==> config.mk <==
export PLATFORM = sky130hd
export DESIGN_NAME = hex_to_sevseg_mux_flat
export DESIGN_NICKNAME = d
export VERILOG_FILES = /design/src/rtl/hex_to_sevseg_mux_pkg.sv /design/src/rtl/hex_to_sevseg_mux_if.sv /design/src/rtl/hex_to_sevseg.sv /design/src/rtl/hex_to_sevseg_mux.sv /design/src/flat_wrapper.sv
export SDC_FILE = /design/constraint.sdc
export NUM_CORES = 1
export LEC_CHECK = 0
export CORE_UTILIZATION = 46
export CTS_CLUSTER_DIAMETER = 200
export DETAILED_ROUTE_END_ITERATION = 16
export DONT_BUFFER_PORTS = 1
export PLACE_DENSITY_LB_ADDON = 0.1
export SETUP_SLACK_MARGIN = 0.05
export SLEW_MARGIN = 20
export SYNTH_ARGS = -nofsm -noshare
export SYNTH_HDL_FRONTEND = slang
export SYNTH_SLANG_ARGS = --single-unit
==> constraint.sdc <==
create_clock -name clk -period 6.6 [get_ports clk]
set_input_delay 1.98 -clock clk [delete_from_list [all_inputs] [get_ports clk]]
set_output_delay 1.98 -clock clk [all_outputs]
set_load 0.01 [all_outputs]
==> src/rtl/hex_to_sevseg_mux_pkg.sv <==
// Shared seven-segment types, the hex pattern table and the nibble encoder function.
// Patterns are active-high here; hex_to_seg returns the active-low bus value.
package sevseg_pkg;

  typedef logic [6:0] seg_t;

  // Must stay the exact inverse of the peripheral's segment-to-hex decoder.
  localparam seg_t SEG_PATTERN [16] = '{
    7'b1110111, 7'b1000001, 7'b1101110, 7'b1101011,
    7'b1011001, 7'b0111011, 7'b0111111, 7'b1100001,
    7'b1111111, 7'b1111001, 7'b1111101, 7'b0011111,
    7'b0110110, 7'b1001111, 7'b0111110, 7'b0111100
  };

  function automatic seg_t hex_to_seg(input logic [3:0] nibble);
    return ~SEG_PATTERN[nibble];
  endfunction

endpackage

==> src/rtl/hex_to_sevseg_mux_if.sv <==
// Bus-side write port and display pins of the multiplexed seven-segment driver.
// master = CPU peripheral side / board pins observer, slave = the driver.
interface hex_to_sevseg_mux_if #(
  parameter int NUM_DIGITS = 4
);
  import sevseg_pkg::*;

  logic                    wr_en;
  logic [4*NUM_DIGITS-1:0] wr_data;
  logic [NUM_DIGITS-1:0]   dp_mask;
  logic [NUM_DIGITS-1:0]   blank_mask;
  seg_t                    seg;
  logic                    dp;
  logic [NUM_DIGITS-1:0]   an;
  logic                    frame_tick;

  modport master (
    output wr_en, wr_data, dp_mask, blank_mask,
    input  seg, dp, an, frame_tick
  );

  modport slave (
    input  wr_en, wr_data, dp_mask, blank_mask,
    output seg, dp, an, frame_tick
  );

endinterface

==> src/rtl/hex_to_sevseg.sv <==
// Combinational nibble to active-low seven-segment encoder.
module hex_to_sevseg
  import sevseg_pkg::*;
(
  input  logic [3:0] nibble,
  output seg_t       seg
);

  assign seg = hex_to_seg(nibble);

endmodule

==> src/rtl/hex_to_sevseg_mux.sv <==
// Double-buffered, time-multiplexed hex display driver; outputs registered, one cycle behind (cnt, idx).
// Optional leading-zero blanking when SEVSEG_LEADING_ZERO_BLANK_EN is defined.
module hex_to_sevseg_mux
  import sevseg_pkg::*;
#(
  parameter int NUM_DIGITS  = 4,
  parameter int REFRESH_DIV = 100000
) (
  input  logic                clk,
  input  logic                rst_n,
  hex_to_sevseg_mux_if.slave  bus
);

  localparam int CNT_W = $clog2(REFRESH_DIV);
  localparam int IDX_W = (NUM_DIGITS > 1) ? $clog2(NUM_DIGITS) : 1;
  localparam logic [CNT_W-1:0] CNT_LAST = CNT_W'(REFRESH_DIV - 1);
  localparam logic [IDX_W-1:0] IDX_LAST = IDX_W'(NUM_DIGITS - 1);

  typedef struct packed {
    logic [4*NUM_DIGITS-1:0] data;
    logic [NUM_DIGITS-1:0]   dp;
    logic [NUM_DIGITS-1:0]   blank;
  } frame_t;

  frame_t                pend_q;
  frame_t                disp_q;
  frame_t                wr_frame;
  logic [CNT_W-1:0]      cnt;
  logic [IDX_W-1:0]      idx;
  logic                  swap;
  logic [NUM_DIGITS-1:0] dark;
  logic [3:0]            nib;
  seg_t                  enc_seg;
  seg_t                  seg_q;
  logic                  dp_q;
  logic [NUM_DIGITS-1:0] an_q;
  logic                  tick_q;

  assign wr_frame = '{data: bus.wr_data, dp: bus.dp_mask, blank: bus.blank_mask};
  assign swap     = (cnt == CNT_LAST) && (idx == IDX_LAST);
  assign nib      = disp_q.data[{idx, 2'b00} +: 4];

  hex_to_sevseg u_enc (
    .nibble (nib),
    .seg    (enc_seg)
  );

`ifdef SEVSEG_LEADING_ZERO_BLANK_EN
  // Walk down from the most significant digit; digit 0 always stays eligible.
  always_comb begin
    logic leading;
    leading = 1'b1;
    dark    = disp_q.blank;
    for (int i = NUM_DIGITS - 1; i >= 1; i--) begin
      if (leading && (disp_q.data[4*i +: 4] == 4'h0)) begin
        dark[i] = 1'b1;
      end else begin
        leading = 1'b0;
      end
    end
  end
`else
  assign dark = disp_q.blank;
`endif

  always_ff @(posedge clk or negedge rst_n) begin
    if (!rst_n) begin
      cnt    <= '0;
      idx    <= '0;
      pend_q <= '0;
      disp_q <= '0;
      an_q   <= '1;
      seg_q  <= 7'h7F;
      dp_q   <= 1'b1;
      tick_q <= 1'b0;
    end else begin
      cnt <= (cnt == CNT_LAST) ? '0 : cnt + 1'b1;
      if (cnt == CNT_LAST) begin
        idx <= (idx == IDX_LAST) ? '0 : idx + 1'b1;
      end
      if (bus.wr_en) begin
        pend_q <= wr_frame;
      end
      // A write landing on the swap cycle goes straight to the display.
      if (swap) begin
        disp_q <= bus.wr_en ? wr_frame : pend_q;
      end
      tick_q <= swap;
      // First cycle of each slot is dark so the previous digit cannot ghost.
      if (cnt == '0) begin
        an_q  <= '1;
        seg_q <= 7'h7F;
        dp_q  <= 1'b1;
      end else begin
        an_q  <= ~(NUM_DIGITS'(1) << idx);
        seg_q <= dark[idx] ? 7'h7F : enc_seg;
        dp_q  <= dark[idx] | ~disp_q.dp[idx];
      end
    end
  end

  assign bus.seg        = seg_q;
  assign bus.dp         = dp_q;
  assign bus.an         = an_q;
  assign bus.frame_tick = tick_q;

endmodule
==> src/flat_wrapper.sv <==
// flat-port wrapper written by rule: the top's interface ports become plain ports
module hex_to_sevseg_mux_flat import sevseg_pkg::*;
#(
  parameter int NUM_DIGITS  = 4,
  parameter int REFRESH_DIV = 100000
)
  (clk, rst_n, bus_wr_en, bus_wr_data, bus_dp_mask, bus_blank_mask, bus_seg, bus_dp, bus_an, bus_frame_tick);
  hex_to_sevseg_mux_if #(.NUM_DIGITS(NUM_DIGITS)) bus_i ();
  input  logic clk;
  input  logic rst_n;
  input wire logic [$bits(bus_i.wr_en)-1:0] bus_wr_en;
  input wire logic [$bits(bus_i.wr_data)-1:0] bus_wr_data;
  input wire logic [$bits(bus_i.dp_mask)-1:0] bus_dp_mask;
  input wire logic [$bits(bus_i.blank_mask)-1:0] bus_blank_mask;
  output wire logic [$bits(bus_i.seg)-1:0] bus_seg;
  output wire logic [$bits(bus_i.dp)-1:0] bus_dp;
  output wire logic [$bits(bus_i.an)-1:0] bus_an;
  output wire logic [$bits(bus_i.frame_tick)-1:0] bus_frame_tick;
  assign bus_i.wr_en = bus_wr_en;
  assign bus_i.wr_data = bus_wr_data;
  assign bus_i.dp_mask = bus_dp_mask;
  assign bus_i.blank_mask = bus_blank_mask;
  assign bus_seg = bus_i.seg;
  assign bus_dp = bus_i.dp;
  assign bus_an = bus_i.an;
  assign bus_frame_tick = bus_i.frame_tick;
  hex_to_sevseg_mux #(.NUM_DIGITS(NUM_DIGITS), .REFRESH_DIV(REFRESH_DIV)) u_core (.clk(clk), .rst_n(rst_n), .bus(bus_i));
endmodule
==> results by group <==
Critical path
  • Crit. End Element: output pin
  • R2r startpoint: u_core.idx[0]$_DFFE_PN0N_
  • Levels on crit path: 0
  • CP startpoint kind: register
  • Arrival @ worst endpoint: 0.91 ns
  • FF-to-FF path depth: 7
  • Worst-path maximum fanout: 1
  • R2R Path End: u_core.bus.seg[1]$_DFF_PN1_
  • Reg-to-reg slack, setup: 4.12 ns
  • Req. time, crit path: 4.62 ns
  • Crit Path Class: reg -> out

Timing
  • Peak Freq: 346 MHz
  • Final Max Tran Viols: 0
  • RSZ-0062 raised after global routing: false
  • Worst-margin pin slew: 1.12 ns
  • Final min period: 2.89 ns
  • Max-slew headroom: 24.7%
  • TNS Setup: 0 ns
  • Fin. Hold Viols: 0
  • Final Skew: 0.00855 ns
  • Finish-stage setup viols: 0
  • Final period util: 43.8%

Power
  • Cell internal pwr: 0.000692 W
  • Net Sw Power: 0.000218 W
  • Power per Cell Area: 233 nW/um^2
  • Seq pwr share: 58.5%
  • Lkg Pwr: 1.72 nW
  • Tot Pwr: 0.000909 W
  • Combinational power share: 5.7%
  • Sw Ratio: 23.9%
  • Clk network pwr share: 35.8%
  • Peak supply drop: 0.115 mV

Route
  • Vias: 2020
  • Drt initial violations: 123
  • DRT Pass-1 Iters: 4
  • Detail Route Antenna Nets: 0
  • Wirelength, routed: 6130 um
  • Vias per cell: 5.36
  • Detailed-route DRC error count: 0
  • WL per Instance: 16.3 um

Floorplan
  • Die area: 8350 um^2
  • Die Ht: 91.4 um
  • Total core area: 7730 um^2
  • Initial core utilization: 47.6%
  • Ports: 40
  • Rows: 32
  • Die X-Extent: 91.4 um

Placed design
  • Detail Placement HPWL: 4060 um
  • I/O Buffers: 0
  • GP Congestion: 0.762

Clock network
  • Setup bufs post-CTS: 0
  • Clock sinks: 80
  • CTS tree: done
  • Num CTS Buffers: 9
  • Clock Tree Root: clkbuf_8
  • Worst-skew pair later-pin latency: 0.35 ns
  • CTS Hold Bufs: 0
  • Clk buf depth: 2
  • Post-CTS Resized: 0
  • Htree depth: 3
  • Reg clk slew, reported paths: 0.09 ns

Global route
  • Largest net degree at the start of global routing: 81
  • Vias in the first global route: 2140
  • GRT Resource Usage Total: 16.9%
  • First-pass GRT wire length: 10800 um
  • Initial antenna violation count: 0
  • Gr ovfl total: 0

Yosys
  • Cell count after synthesis: 268
  • Register bit count reported by yosys: 80
  • Syn Nets: 306
  • Seq/Total Area, Yosys: 54.9%
  • Predominant post-synthesis flop cell: dfrtp_1
  • Synth cell types: 44
  • Yosys Warn Count: 0
  • Number of synthesized flops with an enable pin: 0
  • Avg Cell Area, Syn: 13.7 um^2
  • Post-synth ARST share: 100%
  • Synth Cell Area: 3680 um^2

Worst hold path
  • Worst Hold Path EP: u_core.pend_q[16]$_DFF_PN0_
  • Worst Hold Class: reg -> reg
  • Hold Crit Depth: 1
  • Hold_sp: u_core.pend_q[16]$_DFF_PN0_

Run
  • Maximum capacitance violations: 0

Run status
  • Status: completed

Cells and area
  • Fraction of layout cells with a size suffix above 1: 33.5%
  • P&R area growth vs syn: 6.33%
  • Post-layout net count: 308
  • Number of diodes: 0
## power groups by stage
stage / Clock (W) / Combinational, W / Sequential [W]
global route: 0.000358 / 0.0000576 / 0.000535
finish: 0.000326 / 0.0000518 / 0.000532
floorplan: 0 / 0.0000476 / 0.000539
global placement: 0 / 0.0000505 / 0.000542
CTS: 0.000340 / 0.0000523 / 0.000533
detailed placement: 0 / 0.0000523 / 0.000542
## synthesized netlist by cell type (2+ instances only)
cell type	instances	area [um^2]
dfrtp_1	68	1700
mux2_2	31	349
mux2_4	19	285
inv_1	14	52.6
nand2_1	13	48.8
dfstp_2	12	315
ha_1	11	138
nand3_1	11	55.1
nor2_1	10	37.5
xnor2_1	10	87.6
nor3_1	7	35.0
mux4_2	6	135
nand4_1	5	31.3
a21oi_1	4	20.0
clkbuf_1	4	15.0
xor2_1	4	35.0
o21ai_0	3	15.0
o221ai_1	3	26.3
and4_1	2	17.5
buf_12	2	40.0
buf_2	2	10.0
mux2i_1	2	20.0
nor2b_1	2	12.5
nor3b_1	2	15.0
or4_1	2	15.0
## layer usage
layer | global-route usage (%) | share of wire (%) | vias to the layer above
met5 | 0 | 0 | -
met4 | 7.67 | 2.0 | 0
met3 | 4.69 | 5.5 | 10
met2 | 24.9 | 45 | 47
met1 | 23.3 | 47 | 1014
li1 | - | - | 949
## sequential cells by signal, indices dropped and copies added, names as in the netlist
signal	flops
u_core.idx	2
u_core.pend_q	24
u_core.bus.an	4
u_core.bus.frame_tick	1
u_core.bus.seg	7
u_core.cnt	17
u_core.dark	4
u_core.bus.dp	1
u_core.disp_q	20
## how the worst max path moves through the flow
stage                               start                            end  slack (ns)
6_report       u_core.bus.an[1]$_DFF_PN1_                      bus_an[1]        3.71
5_1_grt        u_core.bus.an[0]$_DFF_PN1_                      bus_an[0]        3.68
4_1_cts        u_core.bus.an[0]$_DFF_PN1_                      bus_an[0]        3.69
3_5_place_dp                    bus_wr_en  u_core.disp_q[10]$_DFFE_PN0P_        3.89
3_3_place_gp                    bus_wr_en     u_core.dark[0]$_DFFE_PN0P_        3.90
2_1_floorplan                   bus_wr_en  u_core.disp_q[10]$_DFFE_PN0P_        3.30
## metrics by stage
step	instance area [um^2]	util, %	setup slack [ns]	cells	hold slack (ns)
2_1_floorplan	3680	-	3.30	268	0.469
3_3_place_gp	3730	48.3	3.90	361	0.481
3_5_place_dp	3730	48.3	3.89	361	0.486
4_1_cts	3910	50.6	3.69	377	0.506
5_1_grt	3910	50.6	3.68	377	0.514
6_report	3910	50.6	3.71	377	0.500
## cells in the final DEF, fill, tap and decap left out, types with 3 or more instances in the layout
master | Yosys | final
mux2_2 | 31 | 31
o221ai_1 | 3 | 3
dfrtp_1 | 68 | 68
nand2_1 | 13 | 13
ha_1 | 11 | 11
nor2_1 | 10 | 10
mux4_2 | 6 | 6
o21ai_0 | 3 | 3
dfstp_2 | 12 | 12
inv_1 | 14 | 14
clkbuf_8 | 0 | 9
nor3_1 | 7 | 7
a21oi_1 | 4 | 4
nand4_1 | 5 | 5
xor2_1 | 4 | 4
nand3_1 | 11 | 11
mux2_4 | 19 | 19
xnor2_1 | 10 | 10
## layout make-up
type	instances	area (um^2)
clock inverter	7	55.1
fill	677	3820
inverter	14	52.6
multi-input combinational	164	1530
timing repair buffer	1	7.51
sequential	80	2020
tap	102	128
clock buffer	9	124
## kinds of logic (layout without fill, tap and decap cells)
family          Yosys count  in the layout  synth area share, %
compound gates           15             15                 2.69
xor+xnor                 14             14                 3.34
fa+ha+maj                11             11                 3.74
buf+inv                  24             31                 3.64
flops                    80             80                 54.9
mux                      58             58                 21.5
simple gates             66             66                 10.2
Note: power is estimated with default switching activity, not from simulation.
